**src/rtl/mvm_pkg.sv**
```systemverilog
// Shared types and helpers for the sparse matrix x spike-vector multiplier.
package mvm_pkg;

  typedef enum logic [2:0] {
    ST_IDLE,
    ST_LOAD_CSR,
    ST_LOAD_SPIKE,
    ST_COMPUTE,
    ST_DRAIN
  } state_t;

  // Index width for a range of n values; never narrower than one bit.
  function automatic int idx_w(input int n);
    return (n < 2) ? 1 : $clog2(n);
  endfunction

  // Width of a counter that must hold 0..n inclusive.
  function automatic int cnt_w(input int n);
    return (n < 1) ? 1 : $clog2(n + 1);
  endfunction

  // Returns {overflow_flag, result} for an unsigned add limited to w bits (w <= 63).
  // With sat=1 the result clamps at 2^w-1 and the flag reports the clamp;
  // with sat=0 the result wraps and the flag stays low.
  function automatic logic [64:0] sat_add(input logic [63:0] a,
                                          input logic [63:0] b,
                                          input int          w,
                                          input logic        sat);
    logic [63:0] sum;
    logic [63:0] lim;
    sum = a + b;
    lim = (64'd1 << w) - 64'd1;
    if (sum > lim) begin
      if (sat) return {1'b1, lim};
      return {1'b0, sum & lim};
    end
    return {1'b0, sum};
  endfunction

endpackage

```
**src/rtl/csr_entry_store.sv**
```systemverilog
// Matrix entry store: DEPTH x (row, col, val) registers.
// One synchronous write port, one combinational read port addressed by index.
module csr_entry_store #(
  parameter int DEPTH  = 16,
  parameter int ROW_W  = 2,
  parameter int COL_W  = 2,
  parameter int VAL_W  = 8,
  parameter int ADDR_W = 4
) (
  input  logic              clk,
  input  logic              i_we,
  input  logic [ADDR_W-1:0] i_waddr,
  input  logic [ROW_W-1:0]  i_wrow,
  input  logic [COL_W-1:0]  i_wcol,
  input  logic [VAL_W-1:0]  i_wval,
  input  logic [ADDR_W-1:0] i_raddr,
  output logic [ROW_W-1:0]  o_rrow,
  output logic [COL_W-1:0]  o_rcol,
  output logic [VAL_W-1:0]  o_rval
);

  logic [ROW_W-1:0] r_row [DEPTH];
  logic [COL_W-1:0] r_col [DEPTH];
  logic [VAL_W-1:0] r_val [DEPTH];

  // Contents are don't-care after reset, so the array carries no reset.
  always_ff @(posedge clk) begin
    if (i_we) begin
      r_row[i_waddr] <= i_wrow;
      r_col[i_waddr] <= i_wcol;
      r_val[i_waddr] <= i_wval;
    end
  end

  assign o_rrow = r_row[i_raddr];
  assign o_rcol = r_col[i_raddr];
  assign o_rval = r_val[i_raddr];

endmodule

```
**src/rtl/csr_spike_mvm_param.sv**
```systemverilog
// Sparse matrix x binary spike-vector multiplier: load entries, load spikes,
// accumulate one entry per cycle, then stream N_ROWS results with valid/ready.
module csr_spike_mvm_param
  import mvm_pkg::*;
#(
  parameter int N_ROWS   = 4,
  parameter int N_COLS   = 4,
  parameter int MAX_NNZ  = 16,
  parameter int VAL_W    = 8,
  parameter int ACC_W    = VAL_W + 2,
  parameter bit SATURATE = 1'b1
) (
  input  logic                        clk,
  input  logic                        rst_n,
  input  logic                        start,
  input  logic                        reuse_matrix,
  output logic                        busy,
  input  logic                        entry_valid,
  output logic                        entry_ready,
  input  logic [idx_w(N_ROWS)-1:0]    entry_row,
  input  logic [idx_w(N_COLS)-1:0]    entry_col,
  input  logic [VAL_W-1:0]            entry_val,
  input  logic                        entry_last,
  input  logic                        spike_valid,
  output logic                        spike_ready,
  input  logic [N_COLS-1:0]           spike_vec,
  output logic                        out_valid,
  input  logic                        out_ready,
  output logic [idx_w(N_ROWS)-1:0]    out_row,
  output logic [ACC_W-1:0]            out_val,
  output logic                        out_last,
  output logic                        err
);

  localparam int ROW_W  = idx_w(N_ROWS);
  localparam int COL_W  = idx_w(N_COLS);
  localparam int ADDR_W = idx_w(MAX_NNZ);
  localparam int NNZ_W  = cnt_w(MAX_NNZ);

  state_t             r_state, w_state_nxt;
  logic [NNZ_W-1:0]   r_nnz, r_idx;
  logic               r_matrix_valid, r_err;
  logic [N_COLS-1:0]  r_spike;
  logic [ACC_W-1:0]   r_acc [N_ROWS];
  logic [ROW_W-1:0]   r_out_row;

  logic               w_entry_hs, w_entry_ok, w_has_room, w_store_we;
  logic               w_spike_hs, w_out_hs, w_out_last, w_compute_done, w_hit;
  logic               w_full_load, w_ovf;
  logic [ROW_W-1:0]   w_rd_row;
  logic [COL_W-1:0]   w_rd_col;
  logic [VAL_W-1:0]   w_rd_val;
  logic [64:0]        w_sat;

  assign busy        = (r_state != ST_IDLE);
  assign entry_ready = (r_state == ST_LOAD_CSR);
  assign spike_ready = (r_state == ST_LOAD_SPIKE);
  assign out_valid   = (r_state == ST_DRAIN);
  assign err         = r_err;

  assign w_entry_hs  = entry_valid && entry_ready;
  assign w_spike_hs  = spike_valid && spike_ready;
  assign w_out_hs    = out_valid && out_ready;
  assign w_entry_ok  = (32'(entry_row) < N_ROWS) && (32'(entry_col) < N_COLS);
  assign w_has_room  = (r_nnz < NNZ_W'(MAX_NNZ));
  assign w_store_we  = w_entry_hs && w_entry_ok && w_has_room;
  assign w_full_load = !(reuse_matrix && r_matrix_valid);

  // An empty store still spends one compute cycle, so done is checked with idx+1.
  assign w_compute_done = ((r_idx + NNZ_W'(1)) >= r_nnz);

  csr_entry_store #(
    .DEPTH  (MAX_NNZ),
    .ROW_W  (ROW_W),
    .COL_W  (COL_W),
    .VAL_W  (VAL_W),
    .ADDR_W (ADDR_W)
  ) u_store (
    .clk     (clk),
    .i_we    (w_store_we),
    .i_waddr (r_nnz[ADDR_W-1:0]),
    .i_wrow  (entry_row),
    .i_wcol  (entry_col),
    .i_wval  (entry_val),
    .i_raddr (r_idx[ADDR_W-1:0]),
    .o_rrow  (w_rd_row),
    .o_rcol  (w_rd_col),
    .o_rval  (w_rd_val)
  );

  assign w_hit = (r_idx < r_nnz) && r_spike[w_rd_col];
  assign w_sat = sat_add(64'(r_acc[w_rd_row]), 64'(w_rd_val), ACC_W, SATURATE);
  // Bits above ACC_W are zero by construction; folding them in keeps any carry visible.
  assign w_ovf = w_sat[64] || (|w_sat[63:ACC_W]);

  assign w_out_last = (r_out_row == ROW_W'(N_ROWS - 1));
  assign out_row    = r_out_row;
  assign out_val    = out_valid ? r_acc[r_out_row] : '0;
  assign out_last   = out_valid && w_out_last;

  always_comb begin
    w_state_nxt = r_state;
    unique case (r_state)
      ST_IDLE:       if (start) w_state_nxt = w_full_load ? ST_LOAD_CSR : ST_LOAD_SPIKE;
      ST_LOAD_CSR:   if (w_entry_hs && entry_last) w_state_nxt = ST_LOAD_SPIKE;
      ST_LOAD_SPIKE: if (w_spike_hs) w_state_nxt = ST_COMPUTE;
      ST_COMPUTE:    if (w_compute_done) w_state_nxt = ST_DRAIN;
      ST_DRAIN:      if (w_out_hs && w_out_last) w_state_nxt = ST_IDLE;
      default:       w_state_nxt = ST_IDLE;
    endcase
  end

  always_ff @(posedge clk or posedge rst_n) begin
    if (rst_n) r_state <= ST_IDLE;
    else       r_state <= w_state_nxt;
  end

  always_ff @(posedge clk or posedge rst_n) begin
    if (rst_n) begin
      r_nnz          <= '0;
      r_idx          <= '0;
      r_matrix_valid <= 1'b0;
      r_err          <= 1'b0;
      r_spike        <= '0;
      r_out_row      <= '0;
      for (int r = 0; r < N_ROWS; r++) r_acc[r] <= '0;
    end else begin
      unique case (r_state)
        ST_IDLE: begin
          if (start) begin
            r_err <= 1'b0;
            if (w_full_load) begin
              r_nnz          <= '0;
              r_matrix_valid <= 1'b0;
            end
          end
        end
        ST_LOAD_CSR: begin
          if (w_entry_hs) begin
            if (w_store_we) r_nnz <= r_nnz + NNZ_W'(1);
            else            r_err <= 1'b1;
            if (entry_last) r_matrix_valid <= 1'b1;
          end
        end
        ST_LOAD_SPIKE: begin
          if (w_spike_hs) begin
            r_spike <= spike_vec;
            r_idx   <= '0;
            for (int r = 0; r < N_ROWS; r++) r_acc[r] <= '0;
          end
        end
        ST_COMPUTE: begin
          r_idx <= r_idx + NNZ_W'(1);
          if (w_hit) begin
            r_acc[w_rd_row] <= w_sat[ACC_W-1:0];
            if (w_ovf) r_err <= 1'b1;
          end
        end
        ST_DRAIN: begin
          if (w_out_hs) r_out_row <= w_out_last ? '0 : r_out_row + ROW_W'(1);
        end
        default: ;
      endcase
    end
  end

endmodule

```
**config.mk**
```make
export PLATFORM = sky130hd
export DESIGN_NAME = csr_spike_mvm_param
export DESIGN_NICKNAME = d
export VERILOG_FILES = /design/src/rtl/mvm_pkg.sv /design/src/rtl/csr_entry_store.sv /design/src/rtl/csr_spike_mvm_param.sv
export SDC_FILE = /design/constraint.sdc
export NUM_CORES = 1
export LEC_CHECK = 0
export CAP_MARGIN = 10
export CORE_ASPECT_RATIO = 0.8
export CORE_MARGIN = 2
export CORE_UTILIZATION = 61
export CTS_CLUSTER_DIAMETER = 200
export CTS_CLUSTER_SIZE = 20
export DETAILED_ROUTE_END_ITERATION = 12
export PLACE_DENSITY = 0.8
export SLEW_MARGIN = 20
export SYNTH_ARGS = -nofsm -noshare
export SYNTH_HDL_FRONTEND = slang
export SYNTH_SLANG_ARGS = --single-unit
```
**constraint.sdc**
```tcl
create_clock -name clk -period 5 [get_ports clk]
set_input_delay 1.5 -clock clk [delete_from_list [all_inputs] [get_ports clk]]
set_output_delay 1.5 -clock clk [all_outputs]
set_load 0.01 [all_outputs]
```
==> out/metrics.yaml <==
run_status: "finished clean"
yosysSeqAreaShare_pct: 63.0
cts-root-buf: "clkbuf_16"
grt_max_degree: 52
endpoint_kind: "flip-flop"
core-area_um2: 18800
track_usage_pct: 25.9
wirelength_um: 25500
initial_core_util_pct: 61.5
hpwl_um: 16400
crit_type: "flip-flop to flip-flop"
worst_pin_slew_ps: 931
clock_latency_ps: 480
rr_worst_depth: 16
die_h_um: 127
ys.flop_type: "edfxtp_1"
gr-total-overflow: 0
fin_crit_sh_pct: 92.5
htree_levels: 1
yosysWarnings: 0
cts_hold_buf: 0
final_common_cell: "edfxtp_1"
drt_iter0_drc: 728
layout_common_cells: "edfxtp_1, mux2i_1, nand2_1, dfrtp_1, clkdlybuf4s50_1"
synth_area_per_cell_um2: 14.7
hold_class: "flip-flop to flip-flop"
dp_cells: 1083
cts_tree: "yes"
placed_area_um2: 12400
drive_gt1_share_pct: 15.1
drv_cap: 0
dieArea_um2: 20100
drtPass1Iterations: 5
synth_nets: 836
dr_total_vias: 7082
setup-tns-final_ps: 0
peakVddDrop_v: 0.000479
clockBufferDepth: 3
antenna_found_initial: 0
final_cells: 1111
hold_violations: 0
slew_headroom_pct: 37.4
wl_per_cell_um: 23.0
synth_edf_count: 192
rsz0062_at_grt: "false"
path_clk_slew_ps: 90
cts-buffers-inserted: 16
ys_ff_latch: 253
clock-sinks: 253
worstHoldPathCells: 2
path_max_fanout: 30
drtAntennaViolNets: 0
power_density_nw_per_um2: 600
portBuffers: 41
cp_top_family: "compound AO/OA/AOI/OAI gates"
cp_num_buf_inv: 2
layout.nets: 892
grt_pass1_vias: 6906
slew_viol_final: 0
crit_slowest_cell: "dfrtp_4"
gp_congestion: 0.946
clock_skew_ps: 15.0
async_flop_share_pct: 24.1
grt_pass1_wl_um: 39000
max_freq_mhz: 216
via_per_inst: 6.37
drcViolationCount: 0
period_minus_slack_ps: 4630
netlist_area_um2: 11600
worst_hold_slack_ps: 519
path_cells: "buf_6 -> mux2i_1 -> o221ai_1 -> a21boi_0 -> nor2_2 -> nor2_1 -> a21oi_1 -> ha_1 -> fa_1 -> a21oi_1 -> o21ai_0 -> a2111oi_1 -> nor3_2 -> buf_4 -> a21oi_1 -> mux2i_1"
yosysTopAreaCell: "edfxtp_1"
synth_area_leaders: "edfxtp_1, dfrtp_1, mux2i_1"
rows: 45
synth.top_cell.area_share_pct: 49.8
n_antenna_cell: 0
crit_top_cell: "a21oi_1"
fin_area_um2: 12900
die_w_um: 158
arrival_ps: 4970
slowest_delay_ps: 480
setup_viol: 0
path_depth: 16
areaGrowthSynthToFinish_pct: 11.6
p_leak_nw: 4.63
cp.required_ps: 5340
syn_inst: 787
ys_types: 52
io_pins: 42
post_cts_buffers: 0
critPathLaunchType: "flip-flop"
## tightest hold or removal path, cell delays in order (launching register included)
cell and delay (ps):
dfrtp_1 350, a21oi_1 40, nor2_1 80
## report_power, final
group          internal, mW  leakage [nW]  switching, mW  total (mW)
logic                  1.59          1.86           2.12        3.71
clock network         0.640         0.226          0.658        1.30
registers              2.48          2.55          0.263        2.75
## final timing paths
kind	slack (ps)	from	endpoint
max	370	r_idx[0]	r_acc[37]
min	520	r_matrix_valid	r_matrix_valid
max reg2reg	370	r_idx[0]	r_acc[37]
min reg2reg	520	r_matrix_valid	r_matrix_valid
max in group asynchronous	2830	rst_n	r_acc[25]
min in group asynchronous	1480	rst_n	r_spike[1]
## layout make-up
class | instances | area [um2]
flip-flops and latches | 253 | 7300
fillers | 1276 | 5890
clock inverters | 1 | 8.76
inverters | 14 | 53.8
multi-input cells | 478 | 4060
well taps | 258 | 323
repair buffers | 80 | 707
clock buffers | 27 | 463
## synthesized netlist by cell type (3+ instances only)
master,instances
mux2i_1,97
buf_1,6
buf_4,4
o221ai_1,4
nor4_1,4
ha_1,24
mux2_2,17
or3_1,3
nand2_1,81
nand2b_1,5
edfxtp_1,192
xor2_1,3
nand3b_1,3
nor2_1,36
o21ai_0,21
a21o_1,4
a22oi_1,9
o21a_1,5
inv_1,14
and2_1,15
a221oi_1,16
clkbuf_1,24
a21oi_1,28
buf_2,5
xnor2_1,8
nand3_1,8
dfrtp_1,61
mux4_2,38
a31oi_1,3
nor3_1,12
o22ai_1,6
## logic make-up after synthesis
group           count (synthesis)  share of synthesized area [%]
fa+ha+maj                      25                           2.77
buf+inv                        56                           2.27
compound gates                109                           6.22
simple gates                  178                           7.05
xor+xnor                       11                          0.833
mux                           155                           17.8
flops                         253                           63.0
## state kept, by name, indices dropped and copies added, names as in the netlist
| register | flops |
|---|---|
| u_store.r_val | 128 |
| u_store.r_col | 32 |
| r_idx | 5 |
| r_state | 3 |
| err | 1 |
| r_matrix_valid | 1 |
| out_row | 2 |
| r_acc | 40 |
| u_store.r_row | 32 |
| r_nnz | 5 |
| r_spike | 4 |
## routing by layer
metal  global-route usage, %  share of wire [%]  up-vias
li1                        -                  -     3128
met1                    38.5                 43     3619
met2                    42.0                 49      297
met3                    3.09                6.3       38
met4                    5.83                2.0        0
met5                       0                  0        -
## metrics by stage
step                setup WS, ps  utilization (%)  power (mW)
floorplan                    665                -        5.43
global placement             524             66.1        6.23
detailed placement           289             66.1        6.40
CTS                          181             68.6        7.69
global route                54.6             68.7        8.20
finish                       375             68.7        7.75
## repair_timing
action | CTS | global route
gates resized for setup | 0 | 5
setup endpoints to repair | 0 | 36
hold endpoints to repair | 0 | 0
(Power assumes the default switching activity.)
